**config.mk**
```make
export PLATFORM = sky130hd
export DESIGN_NAME = cla_nibble_sequencer
export DESIGN_NICKNAME = d
export VERILOG_FILES = /design/src/rtl/cla_nibble_sequencer.sv
export SDC_FILE = /design/constraint.sdc
export NUM_CORES = 1
export LEC_CHECK = 0
export BUFFER_PORTS_ARGS = -buffer_cell sky130_fd_sc_hd__buf_2
export CORE_MARGIN = 2
export CORE_UTILIZATION = 34
export DETAILED_ROUTE_END_ITERATION = 10
export PLACE_DENSITY = 0.65
export RECOVER_POWER = 50
export SETUP_SLACK_MARGIN = 0.4
export SKIP_CTS_REPAIR_TIMING = 1
export SYNTH_ARGS = -nofsm -noshare
export SYNTH_HDL_FRONTEND = slang
export SYNTH_SLANG_ARGS = --single-unit
export TNS_END_PERCENT = 10
```
**constraint.sdc**
```tcl
create_clock -name clk -period 2 [get_ports clk]
set_input_delay 0.2 -clock clk [delete_from_list [all_inputs] [get_ports clk]]
set_output_delay 0.2 -clock clk [all_outputs]
set_load 0.01 [all_outputs]
```
**src/rtl/cla_nibble_sequencer.sv**
```systemverilog
// cla_nibble_sequencer: sequences a WIDTH-bit add through one external 4-bit
// CLA slice, least-significant nibble first, chaining carry in a register.
module cla_nibble_sequencer #(
  parameter int NIBBLES = 4
) (
  input  logic                 clk,
  input  logic                 reset,
  input  logic                 req_valid,
  output logic                 req_ready,
  input  logic [4*NIBBLES-1:0] op_a,
  input  logic [4*NIBBLES-1:0] op_b,
  input  logic                 op_cin,
  output logic [3:0]           add_a,
  output logic [3:0]           add_b,
  output logic                 add_cin,
  input  logic [3:0]           add_sum,
  input  logic                 add_cout,
  output logic                 rsp_valid,
  input  logic                 rsp_ready,
  output logic [4*NIBBLES-1:0] rsp_sum,
  output logic                 rsp_cout,
  output logic                 busy
);

  localparam int WIDTH = 4 * NIBBLES;
  localparam int IDXW  = (NIBBLES > 1) ? $clog2(NIBBLES) : 1;

  localparam logic [1:0] S_IDLE = 2'd0;
  localparam logic [1:0] S_RUN  = 2'd1;
  localparam logic [1:0] S_DONE = 2'd2;

  logic [1:0]       state_q, state_d;
  logic [IDXW-1:0]  idx_q, idx_d;
  logic [WIDTH-1:0] a_q, a_d;
  logic [WIDTH-1:0] b_q, b_d;
  logic             carry_q, carry_d;
  logic [WIDTH-1:0] sum_q, sum_d;
  logic [WIDTH-1:0] rsp_sum_q, rsp_sum_d;
  logic             rsp_cout_q, rsp_cout_d;

  logic             in_run;
  logic             last_nibble;
  logic [WIDTH-1:0] a_shift;
  logic [WIDTH-1:0] b_shift;

  assign in_run      = (state_q == S_RUN);
  assign last_nibble = (idx_q == IDXW'(NIBBLES - 1));

  // Select the active nibble by shifting rather than part-selecting, so the
  // index never addresses past the operand when NIBBLES is 1.
  assign a_shift = a_q >> {idx_q, 2'b00};
  assign b_shift = b_q >> {idx_q, 2'b00};

  assign add_a   = in_run ? a_shift[3:0] : 4'd0;
  assign add_b   = in_run ? b_shift[3:0] : 4'd0;
  assign add_cin = in_run ? carry_q : 1'b0;

  // Working sum: the slice result lands in the nibble addressed by idx.
  for (genvar gi = 0; gi < NIBBLES; gi++) begin : g_sum
    assign sum_d[4*gi +: 4] = (in_run && (idx_q == IDXW'(gi))) ? add_sum
                                                                : sum_q[4*gi +: 4];
  end

  assign req_ready = (state_q == S_IDLE);
  assign rsp_valid = (state_q == S_DONE);
  assign busy      = (state_q != S_IDLE);
  assign rsp_sum   = rsp_sum_q;
  assign rsp_cout  = rsp_cout_q;

  // Next-state logic: capture on request, step one nibble per RUN cycle,
  // publish the result on the last nibble and hold it until consumed.
  always_comb begin
    state_d    = state_q;
    idx_d      = idx_q;
    a_d        = a_q;
    b_d        = b_q;
    carry_d    = carry_q;
    rsp_sum_d  = rsp_sum_q;
    rsp_cout_d = rsp_cout_q;
    case (state_q)
      S_IDLE: begin
        if (req_valid) begin
          a_d     = op_a;
          b_d     = op_b;
          carry_d = op_cin;
          idx_d   = '0;
          state_d = S_RUN;
        end
      end
      S_RUN: begin
        carry_d = add_cout;
        if (last_nibble) begin
          idx_d      = '0;
          rsp_sum_d  = sum_d;
          rsp_cout_d = add_cout;
          state_d    = S_DONE;
        end else begin
          idx_d = idx_q + IDXW'(1);
        end
      end
      S_DONE: begin
        if (rsp_ready) begin
          idx_d   = '0;
          state_d = S_IDLE;
        end
      end
      default: begin
        state_d = S_IDLE;
        idx_d   = '0;
      end
    endcase
  end

  // State and data registers; reset discards any in-flight operation.
  always_ff @(posedge clk) begin
    if (reset) begin
      state_q    <= S_IDLE;
      idx_q      <= '0;
      a_q        <= '0;
      b_q        <= '0;
      carry_q    <= 1'b0;
      sum_q      <= '0;
      rsp_sum_q  <= '0;
      rsp_cout_q <= 1'b0;
    end else begin
      state_q    <= state_d;
      idx_q      <= idx_d;
      a_q        <= a_d;
      b_q        <= b_d;
      carry_q    <= carry_d;
      sum_q      <= sum_d;
      rsp_sum_q  <= rsp_sum_d;
      rsp_cout_q <= rsp_cout_d;
    end
  end

endmodule

```
==> impl_metrics.prom <==
# TYPE chip_impl_metric gauge
chip_impl_metric{name="antenna_violating_nets_post_route",unit=""} 0
chip_impl_info{name="setup.worst_path.class",value="reg -> out"} 1
chip_impl_metric{name="h-tree-depth",unit=""} 3
chip_impl_info{name="layout.cells.most_common",value="dfxtp_1"} 1
chip_impl_metric{name="p_int",unit="µW"} 2050
chip_impl_metric{name="timing.clock.skew",unit="ns"} 0.00844
chip_impl_metric{name="required",unit="ns"} 1.80
chip_impl_info{name="hp-class",value="in -> reg"} 1
chip_impl_metric{name="first_pass_grt_wire_length",unit="µm"} 11000
chip_impl_metric{name="clock_sinks",unit=""} 66
chip_impl_metric{name="worst-path-max-fanout",unit=""} 6
chip_impl_metric{name="chipWidth",unit="µm"} 96.6
chip_impl_metric{name="ys_ff_latch",unit=""} 66
chip_impl_metric{name="gp_routability_congestion",unit=""} 0.689
chip_impl_metric{name="final_wl",unit="µm"} 6400
chip_impl_metric{name="ctsLongestPathBuffers",unit=""} 2
chip_impl_metric{name="detailroute.via_count",unit=""} 2274
chip_impl_metric{name="dieArea",unit="µm²"} 9340
chip_impl_info{name="rsz0062_at_grt",value="true"} 1
chip_impl_metric{name="dr_vias_cell",unit=""} 4.87
chip_impl_metric{name="final_util",unit="%"} 42.5
chip_impl_metric{name="hold_violation_total_from_the_final_report",unit=""} 0
chip_impl_metric{name="synthCells",unit=""} 294
chip_impl_info{name="clock_tree_from_tritoncts",value="yes"} 1
chip_impl_metric{name="first_global_vias",unit=""} 2325
chip_impl_metric{name="final_layout_size_suffix_gt1_share",unit="%"} 25.7
chip_impl_metric{name="reg2reg_setup_slack",unit="ns"} 0.38
chip_impl_info{name="timing.hold.worst_endpoint",value="a_q[8]"} 1
chip_impl_metric{name="postSynthNetCount",unit=""} 341
chip_impl_metric{name="post_placement_worst_setup_slack",unit="ns"} 0.320
chip_impl_info{name="setup.worst_path.start_class",value="flop"} 1
chip_impl_metric{name="final_nets",unit=""} 405
chip_impl_metric{name="timing_max_transition_violations_final",unit=""} 0
chip_impl_metric{name="drv_cap",unit=""} 0
chip_impl_metric{name="firstDrtPassIters",unit=""} 4
chip_impl_metric{name="share_comb_of_total_power",unit="%"} 12.4
chip_impl_metric{name="post_syn_area",unit="µm²"} 2920
chip_impl_metric{name="buffer_ports.inserted",unit=""} 70
chip_impl_metric{name="synth_sequential_area_ratio",unit="%"} 45.3
chip_impl_metric{name="post_synth.cell_area_avg",unit="µm²"} 9.92
chip_impl_metric{name="grt-ovfl-total",unit=""} 0
chip_impl_metric{name="grt_antenna_before_repair",unit=""} 0
chip_impl_metric{name="fill_cells",unit=""} 852
chip_impl_metric{name="design_area",unit="µm²"} 3510
chip_impl_metric{name="average_routed_wire_per_standard_cell",unit="µm"} 13.7
chip_impl_metric{name="final-seq-area",unit="µm²"} 1330
chip_impl_metric{name="p_per_area",unit="nW/µm²"} 780
chip_impl_metric{name="timing_worst_slew_pin_value",unit="ns"} 0.569
chip_impl_metric{name="drcViolationCount",unit=""} 0
chip_impl_info{name="cts-root-buf",value="clkbuf_8"} 1
chip_impl_info{name="r2r_start",value="state_q[1]"} 1
chip_impl_metric{name="sw_frac_of_total",unit="%"} 25.1
chip_impl_metric{name="grt_start_max_net_pins",unit=""} 45
chip_impl_metric{name="leakagePower",unit="µW"} 0.00143
chip_impl_metric{name="worst_vdd_ir",unit="mV"} 0.437
chip_impl_metric{name="min_period",unit="ns"} 1.85
chip_impl_metric{name="areaGrowthSynthToFinish",unit="%"} 20.2
chip_impl_metric{name="worst_skew_pair.late_latency",unit="ns"} 0.34
chip_impl_metric{name="rows",unit=""} 33
chip_impl_metric{name="seqPwrFrac",unit="%"} 51.4
chip_impl_metric{name="timing.fmax",unit="MHz"} 542
chip_impl_metric{name="cts_made_buffers",unit=""} 9
chip_impl_info{name="worstReg2RegEnd",value="b_q[12]"} 1
chip_impl_metric{name="cp_data_arrival_time",unit="ns"} 1.65
chip_impl_metric{name="yosys.cell_types.count",unit=""} 25
chip_impl_info{name="min_from",value="op_a[8]"} 1
chip_impl_info{name="commonest_non_fill_non_tap_cells_in_the_layout",value="dfxtp_1 (63), nor2_1 (49), buf_2 (49)"} 1
chip_impl_metric{name="total_grt_usage",unit="%"} 14.4
chip_impl_metric{name="effective_utilization_at_floorplan",unit="%"} 35.3
chip_impl_metric{name="setup_violations",unit=""} 0
chip_impl_metric{name="placed_instance_area",unit="µm²"} 3280
chip_impl_info{name="critPathCaptureType",value="primary output"} 1
chip_impl_metric{name="drt-initial-drc-count",unit=""} 43
chip_impl_metric{name="clkTransAtPathRegs",unit="ns"} 0.07
chip_impl_metric{name="multi_input_comb_area",unit="µm²"} 1400
chip_impl_metric{name="floorplan.die.height",unit="µm"} 96.6
chip_impl_metric{name="hold-path-cell-count",unit=""} 3
chip_impl_metric{name="p_clk_share",unit="%"} 36.1
chip_impl_metric{name="switchingPower",unit="µW"} 685
chip_impl_metric{name="max-slew-margin-rel",unit="%"} 62.1
chip_impl_info{name="outcome",value="finished, final reports clean"} 1
chip_impl_metric{name="ios",unit=""} 71
chip_impl_metric{name="layout_worst_path_cycle_share",unit="%"} 92.3
chip_impl_metric{name="yosys_warnings",unit=""} 0
chip_impl_metric{name="dp_hpwl",unit="µm"} 4290
chip_impl_metric{name="worst-r2r-cell-count",unit=""} 4
chip_impl_metric{name="antenna_cells",unit=""} 0
chip_impl_metric{name="finalWorstSetupSlack",unit="ns"} 0.155
chip_impl_metric{name="core_region_area",unit="µm²"} 8260
## worst max path at each step
stage / start / end / cells past startpoint
final: idx_q[0] / add_b[0] / 4
after global routing: idx_q[0] / add_b[0] / 4
after floorplan: idx_q[1] / rsp_sum[4] / 6
after global placement: idx_q[0] / add_a[2] / 4
after CTS: idx_q[0] / add_b[1] / 4
after detailed placement: idx_q[0] / add_b[1] / 4
## per-stage QoR
| stage | hold slack, ns | TNS [ns] | power, µW | std cells |
|---|---|---|---|---|
| after detailed placement | 0.443 | 0 | 1760 | 450 |
| after global routing | 0.0806 | 0 | 2880 | 467 |
| final | 0.0914 | 0 | 2730 | 467 |
| after CTS | 0.0770 | -0.481 | 2760 | 465 |
| after floorplan | 0.336 | 0 | 1670 | 294 |
| after global placement | 0.431 | 0 | 1750 | 450 |
## registers in the layout (all words and copies together), names as in the netlist
name      cells
rsp_cout      1
state_q       2
a_q          16
carry_q       1
sum_q        12
b_q          16
idx_q         2
rsp_sum      16
## logic make-up (layout without fill, tap and decap cells)
kind of cell    after synthesis  count (layout)  share of synthesized area (%)
simple gates                104             104                           16.1
flops                        66              66                           45.3
mux                          53              53                           21.6
compound gates               35              35                           7.46
buf+inv                      31              99                           7.38
fa+ha+maj                     5               5                           2.14
## per-layer routing
layer  track usage (%)  routed length (µm)  vias to the layer above
met5                 0                   0                        -
met4              4.88                  83                        0
met3              6.58                 493                        9
met2              23.7                3030                       67
met1              16.7                2800                     1063
li1                  -                   -                     1135
## layout make-up
class	count	share of cell area (%)
Timing Repair Buffer	78	13.0
Multi-Input combinational cell	197	39.9
Clock buffer	12	4.43
Tap cell	105	3.75
Inverter	6	0.642
Sequential cell	66	37.9
Clock inverter	3	0.428
## cells in the mapped netlist
cell | count | share of area [%]
a22oi_1 | 1 | 0.26
a21oi_1 | 20 | 3.4
o221a_2 | 1 | 0.39
nand2_1 | 23 | 3.0
nand3_1 | 13 | 2.2
buf_2 | 1 | 0.17
and3b_2 | 1 | 0.34
ha_1 | 5 | 2.1
dfxtp_1 | 66 | 45
inv_1 | 6 | 0.77
a211oi_1 | 12 | 3.1
or4_1 | 1 | 0.26
buf_4 | 1 | 0.26
clkbuf_1 | 14 | 1.8
buf_6 | 6 | 2.3
nand3b_1 | 4 | 1.0
a32oi_1 | 1 | 0.30
nor2b_1 | 2 | 0.43
mux4_2 | 8 | 6.2
buf_12 | 3 | 2.1
nor3b_2 | 1 | 0.43
nor2_1 | 49 | 6.3
mux2i_1 | 45 | 15
nand2b_1 | 1 | 0.21
and2_1 | 9 | 1.9
## critical path, stage by stage (launching register included)
cell	delay, ns
dfxtp_4	0.39
buf_12	0.14
mux4_2	0.50
and2_4	0.16
buf_6	0.11
## power by group through the flow
stage | combinational, µW | clock [µW] | sequential, µW
global route | 375 | 1090 | 1410
finish | 340 | 988 | 1410
floorplan | 249 | 0 | 1420
CTS | 330 | 1020 | 1400
detailed placement | 329 | 0 | 1430
global placement | 319 | 0 | 1430
Note: power is estimated with default switching activity, not from simulation.
